[src/rtl/mac_digit_sequencer_pkg.sv]
// mac_seq_pkg
// Shared definitions for the digit-serial MAC sequencer:
//   - precision mode encodings (mode_e)
//   - sequencer FSM state encoding (state_e)
//   - default accumulator width (ACC_W_DEF)
//   - helpers mapping a mode to its operand mask and last digit index,
//     and picking one 2-bit digit out of an 8-bit operand.
package mac_seq_pkg;

    localparam int ACC_W_DEF = 24;

    typedef enum logic [1:0] {
        MODE_2B  = 2'b00,
        MODE_4B  = 2'b01,
        MODE_8B  = 2'b10,
        MODE_RSV = 2'b11
    } mode_e;

    typedef enum logic [1:0] {
        S_IDLE = 2'b00,
        S_MUL  = 2'b01,
        S_ACC  = 2'b10,
        S_DONE = 2'b11
    } state_e;

    // Index of the last 2-bit digit (N-1); reserved mode runs as 8-bit.
    function automatic logic [1:0] last_digit(input mode_e m);
        case (m)
            MODE_2B: last_digit = 2'd0;
            MODE_4B: last_digit = 2'd1;
            default: last_digit = 2'd3;
        endcase
    endfunction

    // Operand bits above the selected precision are forced to zero.
    function automatic logic [7:0] width_mask(input mode_e m);
        case (m)
            MODE_2B: width_mask = 8'h03;
            MODE_4B: width_mask = 8'h0F;
            default: width_mask = 8'hFF;
        endcase
    endfunction

    function automatic logic [1:0] digit_sel(input logic [7:0] v, input logic [1:0] idx);
        case (idx)
            2'd0:    digit_sel = v[1:0];
            2'd1:    digit_sel = v[3:2];
            2'd2:    digit_sel = v[5:4];
            default: digit_sel = v[7:6];
        endcase
    endfunction

endpackage

[src/rtl/mac_digit_sequencer_if.sv]
// mac_digit_sequencer_if
// Operand/result handshake bundle for mac_digit_sequencer.
//   in_valid/in_ready : operand pair handshake (op_a, op_b, mode, acc_clr)
//   out_valid/out_ready : result handshake (acc_out)
//   cfg_err           : sticky reserved-mode flag
// Modports: master = operand producer / result consumer, slave = sequencer.
interface mac_digit_sequencer_if #(
    parameter int ACC_W = 24
);
    logic             in_valid;
    logic             in_ready;
    logic [7:0]       op_a;
    logic [7:0]       op_b;
    logic [1:0]       mode;
    logic             acc_clr;
    logic             out_valid;
    logic             out_ready;
    logic [ACC_W-1:0] acc_out;
    logic             cfg_err;

    modport master (
        output in_valid, op_a, op_b, mode, acc_clr, out_ready,
        input  in_ready, out_valid, acc_out, cfg_err
    );

    modport slave (
        input  in_valid, op_a, op_b, mode, acc_clr, out_ready,
        output in_ready, out_valid, acc_out, cfg_err
    );
endinterface

[src/rtl/mac_digit_sequencer_mult.sv]
// digit_mult2
// Combinational 2x2 unsigned multiplier built from two shifted AND rows.
//   a_i : 2-bit multiplicand digit
//   b_i : 2-bit multiplier digit
//   p_o : 4-bit product (max 3*3 = 9)
module digit_mult2 (
    input  logic [1:0] a_i,
    input  logic [1:0] b_i,
    output logic [3:0] p_o
);
    logic [3:0] row0;
    logic [3:0] row1;

    assign row0 = {2'b00, a_i}       & {4{b_i[0]}};
    assign row1 = {1'b0, a_i, 1'b0}  & {4{b_i[1]}};
    assign p_o  = row0 + row1;
endmodule

[src/rtl/mac_digit_sequencer.sv]
// mac_digit_sequencer
// Digit-serial multiply-accumulate: an accepted operand pair is multiplied
// one 2x2 digit pair per cycle through a single digit_mult2, then the
// 16-bit product is added into the ACC_W-bit running accumulator.
//   clk  : clock, rising edge
//   rst  : asynchronous active-high reset
//   bus  : mac_digit_sequencer_if.slave (operand and result handshakes,
//          acc_out, cfg_err)
//
// state  | meaning
// -------+------------------------------------------------------------
// S_IDLE | in_ready high, waiting for an operand pair
// S_MUL  | one digit pair per cycle, N*N cycles, product accumulates
// S_ACC  | single cycle: fold product into acc_out
// S_DONE | out_valid high, acc_out held until out_ready
module mac_digit_sequencer
    import mac_seq_pkg::*;
#(
    parameter int ACC_W = ACC_W_DEF
) (
    input  logic                  clk,
    input  logic                  rst,
    mac_digit_sequencer_if.slave  bus
);

    state_e           state_q;
    logic [7:0]       a_q;
    logic [7:0]       b_q;
    logic [1:0]       last_q;
    logic             clr_q;
    logic [1:0]       i_q;
    logic [1:0]       j_q;
    logic [15:0]      prod_q;
    logic [ACC_W-1:0] acc_q;
    logic             in_ready_q;
    logic             out_valid_q;
    logic             cfg_err_q;

    mode_e            in_mode;
    logic [7:0]       in_mask;
    logic [1:0]       a_dig;
    logic [1:0]       b_dig;
    logic [3:0]       pp;
    logic [2:0]       ij_sum;
    logic [3:0]       shift_amt;
    logic [15:0]      prod_d;
    logic [ACC_W-1:0] acc_d;

    assign in_mode = mode_e'(bus.mode);
    assign in_mask = width_mask(in_mode);

    assign a_dig = digit_sel(a_q, i_q);
    assign b_dig = digit_sel(b_q, j_q);

    digit_mult2 u_mult (
        .a_i (a_dig),
        .b_i (b_dig),
        .p_o (pp)
    );

    // Digit pair (i, j) carries weight 4^(i+j), i.e. a shift of 2*(i+j).
    assign ij_sum    = {1'b0, i_q} + {1'b0, j_q};
    assign shift_amt = {ij_sum, 1'b0};
    assign prod_d    = prod_q + (16'(pp) << shift_amt);

    // Wraps modulo 2^ACC_W by construction.
    assign acc_d = (clr_q ? '0 : acc_q) + ACC_W'(prod_q);

    always_ff @(posedge clk or posedge rst) begin
        if (rst) begin
            state_q     <= S_IDLE;
            a_q         <= '0;
            b_q         <= '0;
            last_q      <= '0;
            clr_q       <= 1'b0;
            i_q         <= '0;
            j_q         <= '0;
            prod_q      <= '0;
            acc_q       <= '0;
            in_ready_q  <= 1'b1;
            out_valid_q <= 1'b0;
            cfg_err_q   <= 1'b0;
        end else begin
            case (state_q)
                S_IDLE: begin
                    // in_ready is high throughout IDLE, so in_valid alone
                    // completes the handshake here.
                    if (bus.in_valid) begin
                        a_q        <= bus.op_a & in_mask;
                        b_q        <= bus.op_b & in_mask;
                        last_q     <= last_digit(in_mode);
                        clr_q      <= bus.acc_clr;
                        prod_q     <= '0;
                        i_q        <= '0;
                        j_q        <= '0;
                        in_ready_q <= 1'b0;
                        state_q    <= S_MUL;
                        if (in_mode == MODE_RSV) begin
                            cfg_err_q <= 1'b1;
                        end
                    end
                end

                S_MUL: begin
                    prod_q <= prod_d;
                    if (j_q == last_q) begin
                        j_q <= '0;
                        if (i_q == last_q) begin
                            i_q     <= '0;
                            state_q <= S_ACC;
                        end else begin
                            i_q <= i_q + 2'd1;
                        end
                    end else begin
                        j_q <= j_q + 2'd1;
                    end
                end

                S_ACC: begin
                    acc_q       <= acc_d;
                    out_valid_q <= 1'b1;
                    state_q     <= S_DONE;
                end

                S_DONE: begin
                    if (bus.out_ready) begin
                        out_valid_q <= 1'b0;
                        in_ready_q  <= 1'b1;
                        state_q     <= S_IDLE;
                    end
                end

                default: begin
                    out_valid_q <= 1'b0;
                    in_ready_q  <= 1'b1;
                    state_q     <= S_IDLE;
                end
            endcase
        end
    end

    assign bus.in_ready  = in_ready_q;
    assign bus.out_valid = out_valid_q;
    assign bus.acc_out   = acc_q;
    assign bus.cfg_err   = cfg_err_q;

endmodule

[src/flat_wrapper.sv]
// flat-port wrapper written by rule: the top's interface ports become plain ports
module mac_digit_sequencer_flat import mac_seq_pkg::*;
#(
    parameter int ACC_W = ACC_W_DEF
)
  (clk, rst, bus_in_valid, bus_op_a, bus_op_b, bus_mode, bus_acc_clr, bus_out_ready, bus_in_ready, bus_out_valid, bus_acc_out, bus_cfg_err);
  mac_digit_sequencer_if #(.ACC_W(ACC_W)) bus_i ();
  input  logic clk;
  input  logic rst;
  input wire logic [$bits(bus_i.in_valid)-1:0] bus_in_valid;
  input wire logic [$bits(bus_i.op_a)-1:0] bus_op_a;
  input wire logic [$bits(bus_i.op_b)-1:0] bus_op_b;
  input wire logic [$bits(bus_i.mode)-1:0] bus_mode;
  input wire logic [$bits(bus_i.acc_clr)-1:0] bus_acc_clr;
  input wire logic [$bits(bus_i.out_ready)-1:0] bus_out_ready;
  output wire logic [$bits(bus_i.in_ready)-1:0] bus_in_ready;
  output wire logic [$bits(bus_i.out_valid)-1:0] bus_out_valid;
  output wire logic [$bits(bus_i.acc_out)-1:0] bus_acc_out;
  output wire logic [$bits(bus_i.cfg_err)-1:0] bus_cfg_err;
  assign bus_i.in_valid = bus_in_valid;
  assign bus_i.op_a = bus_op_a;
  assign bus_i.op_b = bus_op_b;
  assign bus_i.mode = bus_mode;
  assign bus_i.acc_clr = bus_acc_clr;
  assign bus_i.out_ready = bus_out_ready;
  assign bus_in_ready = bus_i.in_ready;
  assign bus_out_valid = bus_i.out_valid;
  assign bus_acc_out = bus_i.acc_out;
  assign bus_cfg_err = bus_i.cfg_err;
  mac_digit_sequencer #(.ACC_W(ACC_W)) u_core (.clk(clk), .rst(rst), .bus(bus_i));
endmodule
[config.mk]
export PLATFORM = sky130hd
export DESIGN_NAME = mac_digit_sequencer_flat
export DESIGN_NICKNAME = d
export VERILOG_FILES = /design/src/rtl/mac_digit_sequencer_pkg.sv /design/src/rtl/mac_digit_sequencer_if.sv /design/src/rtl/mac_digit_sequencer_mult.sv /design/src/rtl/mac_digit_sequencer.sv /design/src/flat_wrapper.sv
export SDC_FILE = /design/constraint.sdc
export NUM_CORES = 1
export LEC_CHECK = 0
export ABC_CLOCK_PERIOD_IN_PS = 9300
export CAP_MARGIN = 20
export CORE_MARGIN = 2
export CORE_UTILIZATION = 40
export DETAILED_ROUTE_END_ITERATION = 7
export REMOVE_ABC_BUFFERS = 1
export SLEW_MARGIN = 0
export SYNTH_ARGS = -nofsm -noshare
export SYNTH_HDL_FRONTEND = slang
export SYNTH_SLANG_ARGS = --single-unit
[constraint.sdc]
create_clock -name clk -period 9.3 [get_ports clk]
set_clock_uncertainty 0.1 [all_clocks]
set_input_delay 0.93 -clock clk [delete_from_list [all_inputs] [get_ports clk]]
set_output_delay 0.93 -clock clk [all_outputs]
set_load 0.01 [all_outputs]
==> flow_summary_export.csv <==
group,metric,value,unit
clock_tree,cts_setup_buffers,0,
power_and_ir_drop,p_leak,2.77,nW
sta,fin_ws,4980,ps
hold_path,min_path_cells,1,
power_and_ir_drop,power_frac_comb,46.0,%
setup_path,start_kind,"flop",
placement,post-place-ws,5000,ps
sta,fmaxAchievable,232,MHz
power_and_ir_drop,p_per_area,259,mW/mm^2
layout,nFillCells,1173,
global_routing,grt_use_met2,29.4,%
global_routing,grtUsageMet3,2.77,%
hold_path,hold_path_class,"reg -> reg",
clock_tree,insertion_delay,340,ps
power_and_ir_drop,netSwitchingFraction,39.7,%
placement,dpl_cell_area,0.00567,sq mm
layout,diodes,0,
setup_path,critical_path.max_stage_delay,490,ps
placement,port_buffers,49,
layout,syn2layout_area_growth,19.6,%
sta,slew_headroom,32.5,%
hold_path,min_from,"u_core.bus.cfg_err",
floorplanning,io_pins,50,
power_and_ir_drop,ir_worst_vdd,0.167,mV
clock_tree,tritoncts,"built",
clock_tree,h-tree-depth,3,
flow_run,drv_cap,0,
sta,drv_slew,0,
drt,drt_iter0_markers,166,
yosys,syn_area_per_cell,9.13,sq um
placement,gp_congestion,0.895,
setup_path,critPathRequiredTime,9430,ps
sta,post-route-period-util,46.4,%
sta,setup_viol,0,
setup_path,crit_type,"reg -> reg",
setup_path,r2r_end,"u_core.prod_q[12]",
global_routing,grt_pass1_wl,19300,microns
yosys,syn_inst,548,
clock_tree,cts_buffers,9,
clock_tree,cts-root-buf,"clkbuf_16",
layout,seq_area,0.00170,sq mm
sta,fin_setup_tns,0,ps
power_and_ir_drop,power_frac_seq,30.2,%
layout,multi_input_comb_area,0.00311,sq mm
global_routing,grt_start_max_net_pins,69,
global_routing,antenna_found_initial,0,
run_status,status,"finished clean",
layout,drive_gt1_share,8.67,%
floorplanning,die_area,0.0134,sq mm
yosys,synth_seq_cells,68,
yosys,synth_seq_area_share,34.0,%
setup_path,cpMaxStageDelayCell,"dfrtp_1",
floorplanning,die_w,116,microns
sta,hold_violations,0,
power_and_ir_drop,switchingPower,0.000616,W
yosys,synth.distinct_cells,63,
setup_path,worst-path-max-fanout,7,
clock_tree,cts.path.max_buffers,2,
drt,via_per_inst,5.47,
clock_tree,clk_pin_slew,60,ps
drt,drc,0,
global_routing,grt.met1_usage,23.5,%
sta,worst_pin_slew,993,ps
layout,nNetsFinal,667,
hold_path,whs_endpoint,"u_core.bus.cfg_err",
setup_path,startpoint,"u_core.i_q[0]",
yosys,synthesis.area,0.00500,sq mm
layout,final_area,0.00599,sq mm
global_routing,grt_pass1_vias,4110,
yosys,synthFlopType,"dfrtp_1",
setup_path,cp_common_cell,"ha_1",
yosys,synth-edff-count,0,
power_and_ir_drop,cellInternalPower,0.000934,W
floorplanning,core_region_area,0.0121,sq mm
global_routing,overflow,0,
clock_tree,hold_buffers,0,
setup_path,r2r_setup_slack,4980,ps
drt,ant_nets,0,
drt,postRouteWirelength,11300,microns
setup_path,rr_worst_depth,17,
global_routing,grt-busiest-layer,"met2",
yosys,async_reset_ff_share,100,%
clock_tree,cts_sinks,68,
floorplanning,floorplan.initialDensity,41.3,%
setup_path,r2r_start,"u_core.i_q[0]",
yosys,ys.warnings.count,0,
floorplanning,fp.dieH,116,microns
setup_path,crit_path_end_kind,"flop",
drt,num_vias,4203,
sta,rsz0062_at_grt,"no",
global_routing,grt_use_total,18.1,%
drt,wl_per_cell,14.7,microns
drt,drtPass1Iterations,5,
setup_path,path_cells,"inv_1 -> ha_1 -> a222oi_1 -> nand2_1 -> o21ai_0 -> nor2_1 -> ha_1 -> ha_1 -> a21oi_1 -> nor3_1 -> ha_1 -> nor2b_1 -> o21a_1 -> o21ai_2 -> a2111oi_1 -> or4_1 -> a32o_1",
setup_path,worstPathArrival,4450,ps
placement,hpwl,8430,microns
sta,period_minus_slack,4320,ps
floorplanning,rows,40,
clock_tree,cts_resized,0,
power_and_ir_drop,power_frac_clock,23.8,%
==> state kept, by name, summed over array words and instances (netlist names) <==
| name | cells |
|---|---|
| u_core.j_q | 2 |
| u_core.state_q | 2 |
| u_core.b_q | 8 |
| u_core.last_q | 2 |
| u_core.bus.cfg_err | 1 |
| u_core.i_q | 2 |
| u_core.bus.acc_out | 24 |
| u_core.a_q | 8 |
| u_core.bus.in_ready | 1 |
| u_core.bus.out_valid | 1 |
| u_core.prod_q | 16 |
| u_core.clr_q | 1 |
==> cell usage in the layout (no fill, tap or decap), types with 4 or more instances in the layout <==
master and n:
nand4_1 7, clkdlybuf4s50_1 49, a21o_1 16, o211ai_1 6
mux2i_1 11, a21oi_1 29, and3_1 5, dfrtp_1 67
nor2b_1 20, nand2_1 69, nand2b_1 10, a22o_1 5
nor3_1 13, o21ai_0 40, or3_1 5, nor2_1 27
clkbuf_16 9, a32o_1 5, xnor2_1 12, a222oi_1 4
o22ai_1 6, inv_1 34, ha_1 46, xor2_1 12
a211oi_1 4, nand3_1 5, and2_1 7, mux2_2 18
==> stage by stage <==
stage                     cells  hold slack, ps  power (W)  utilization, %
final                       768             374    0.00155            49.4
after CTS                   768             379    0.00156            49.4
after detailed placement    752             357    0.00119            46.8
after floorplan             532             345   0.000970               -
after global routing        768             399    0.00168            49.4
after global placement      752             361    0.00117            46.8
==> metal layers <==
metal,vias to the layer above,routed length (microns)
met5,-,0
met4,0,306
met3,22,375
met2,79,5280
met1,2007,5320
li1,2095,-
==> critical path, delay by kind of cell, from the launching register on <==
| family | cells | cell delay, ps |
|---|---|---|
| flip-flops | 1 | 490 |
| AND/OR/NAND/NOR | 5 | 870 |
| buffers and inverters | 1 | 100 |
| AO/OA/AOI/OAI | 7 | 1570 |
| adder cells (fa/ha/maj) | 4 | 1050 |
==> final cells by class <==
| type | count | area share, % |
|---|---|---|
| timing repair buffer | 52 | 8.57 |
| multi-input combinational | 429 | 52.0 |
| inverter | 35 | 2.19 |
| clock inverter | 6 | 1.48 |
| sequential | 68 | 28.4 |
| clock buffer | 10 | 3.83 |
| tap | 168 | 3.51 |
==> power by group through the flow <==
stage,clock network [W],registers (W),logic (W)
3_3_place_gp,0,0.000469,0.000699
5_1_grt,0.000390,0.000482,0.000805
2_1_floorplan,0,0.000468,0.000502
6_report,0.000368,0.000469,0.000713
3_5_place_dp,0,0.000474,0.000714
4_1_cts,0.000377,0.000469,0.000718
==> cell families (layout without fill, tap and decap cells) <==
group                    after synthesis  count (layout)  share of synthesized area (%)
buffers and inverters                 51             103                           3.88
flip-flops                            68              68                           34.0
AND/OR/NAND/NOR                      174             174                           16.7
multiplexers                          30              30                           6.45
XOR/XNOR                              24              24                           4.20
AO/OA/AOI/OAI                        152             152                           22.1
adder cells (fa/ha/maj)               49              49                           12.7
==> synthesized netlist by cell type, types with 7 or more instances <==
cell / number / share of area, %
nor2_1: 27 / 2.0
and2_1: 7 / 0.88
nor2b_1: 20 / 2.5
mux2i_1: 12 / 2.4
dfrtp_1: 67 / 34
nand4_1: 7 / 0.88
ha_1: 46 / 12
clkbuf_1: 14 / 1.1
xor2_1: 12 / 2.1
nand2_1: 69 / 5.2
o21ai_0: 40 / 4.0
mux2_2: 18 / 4.1
inv_1: 35 / 2.6
a21oi_1: 29 / 2.9
a21o_1: 16 / 2.4
nor3_1: 13 / 1.3
xnor2_1: 12 / 2.1
nand2b_1: 10 / 1.3
==> how the worst max path moves through the flow <==
stage / depth (start not counted) / end / slack, ps
2_1_floorplan: 17 / u_core.prod_q[12] / 5380
3_3_place_gp: 17 / u_core.prod_q[12] / 5140
3_5_place_dp: 17 / u_core.prod_q[12] / 5000
4_1_cts: 17 / u_core.prod_q[12] / 4990
5_1_grt: 17 / u_core.prod_q[12] / 4610
6_report: 17 / u_core.prod_q[12] / 4980
(Power assumes the default switching activity.)
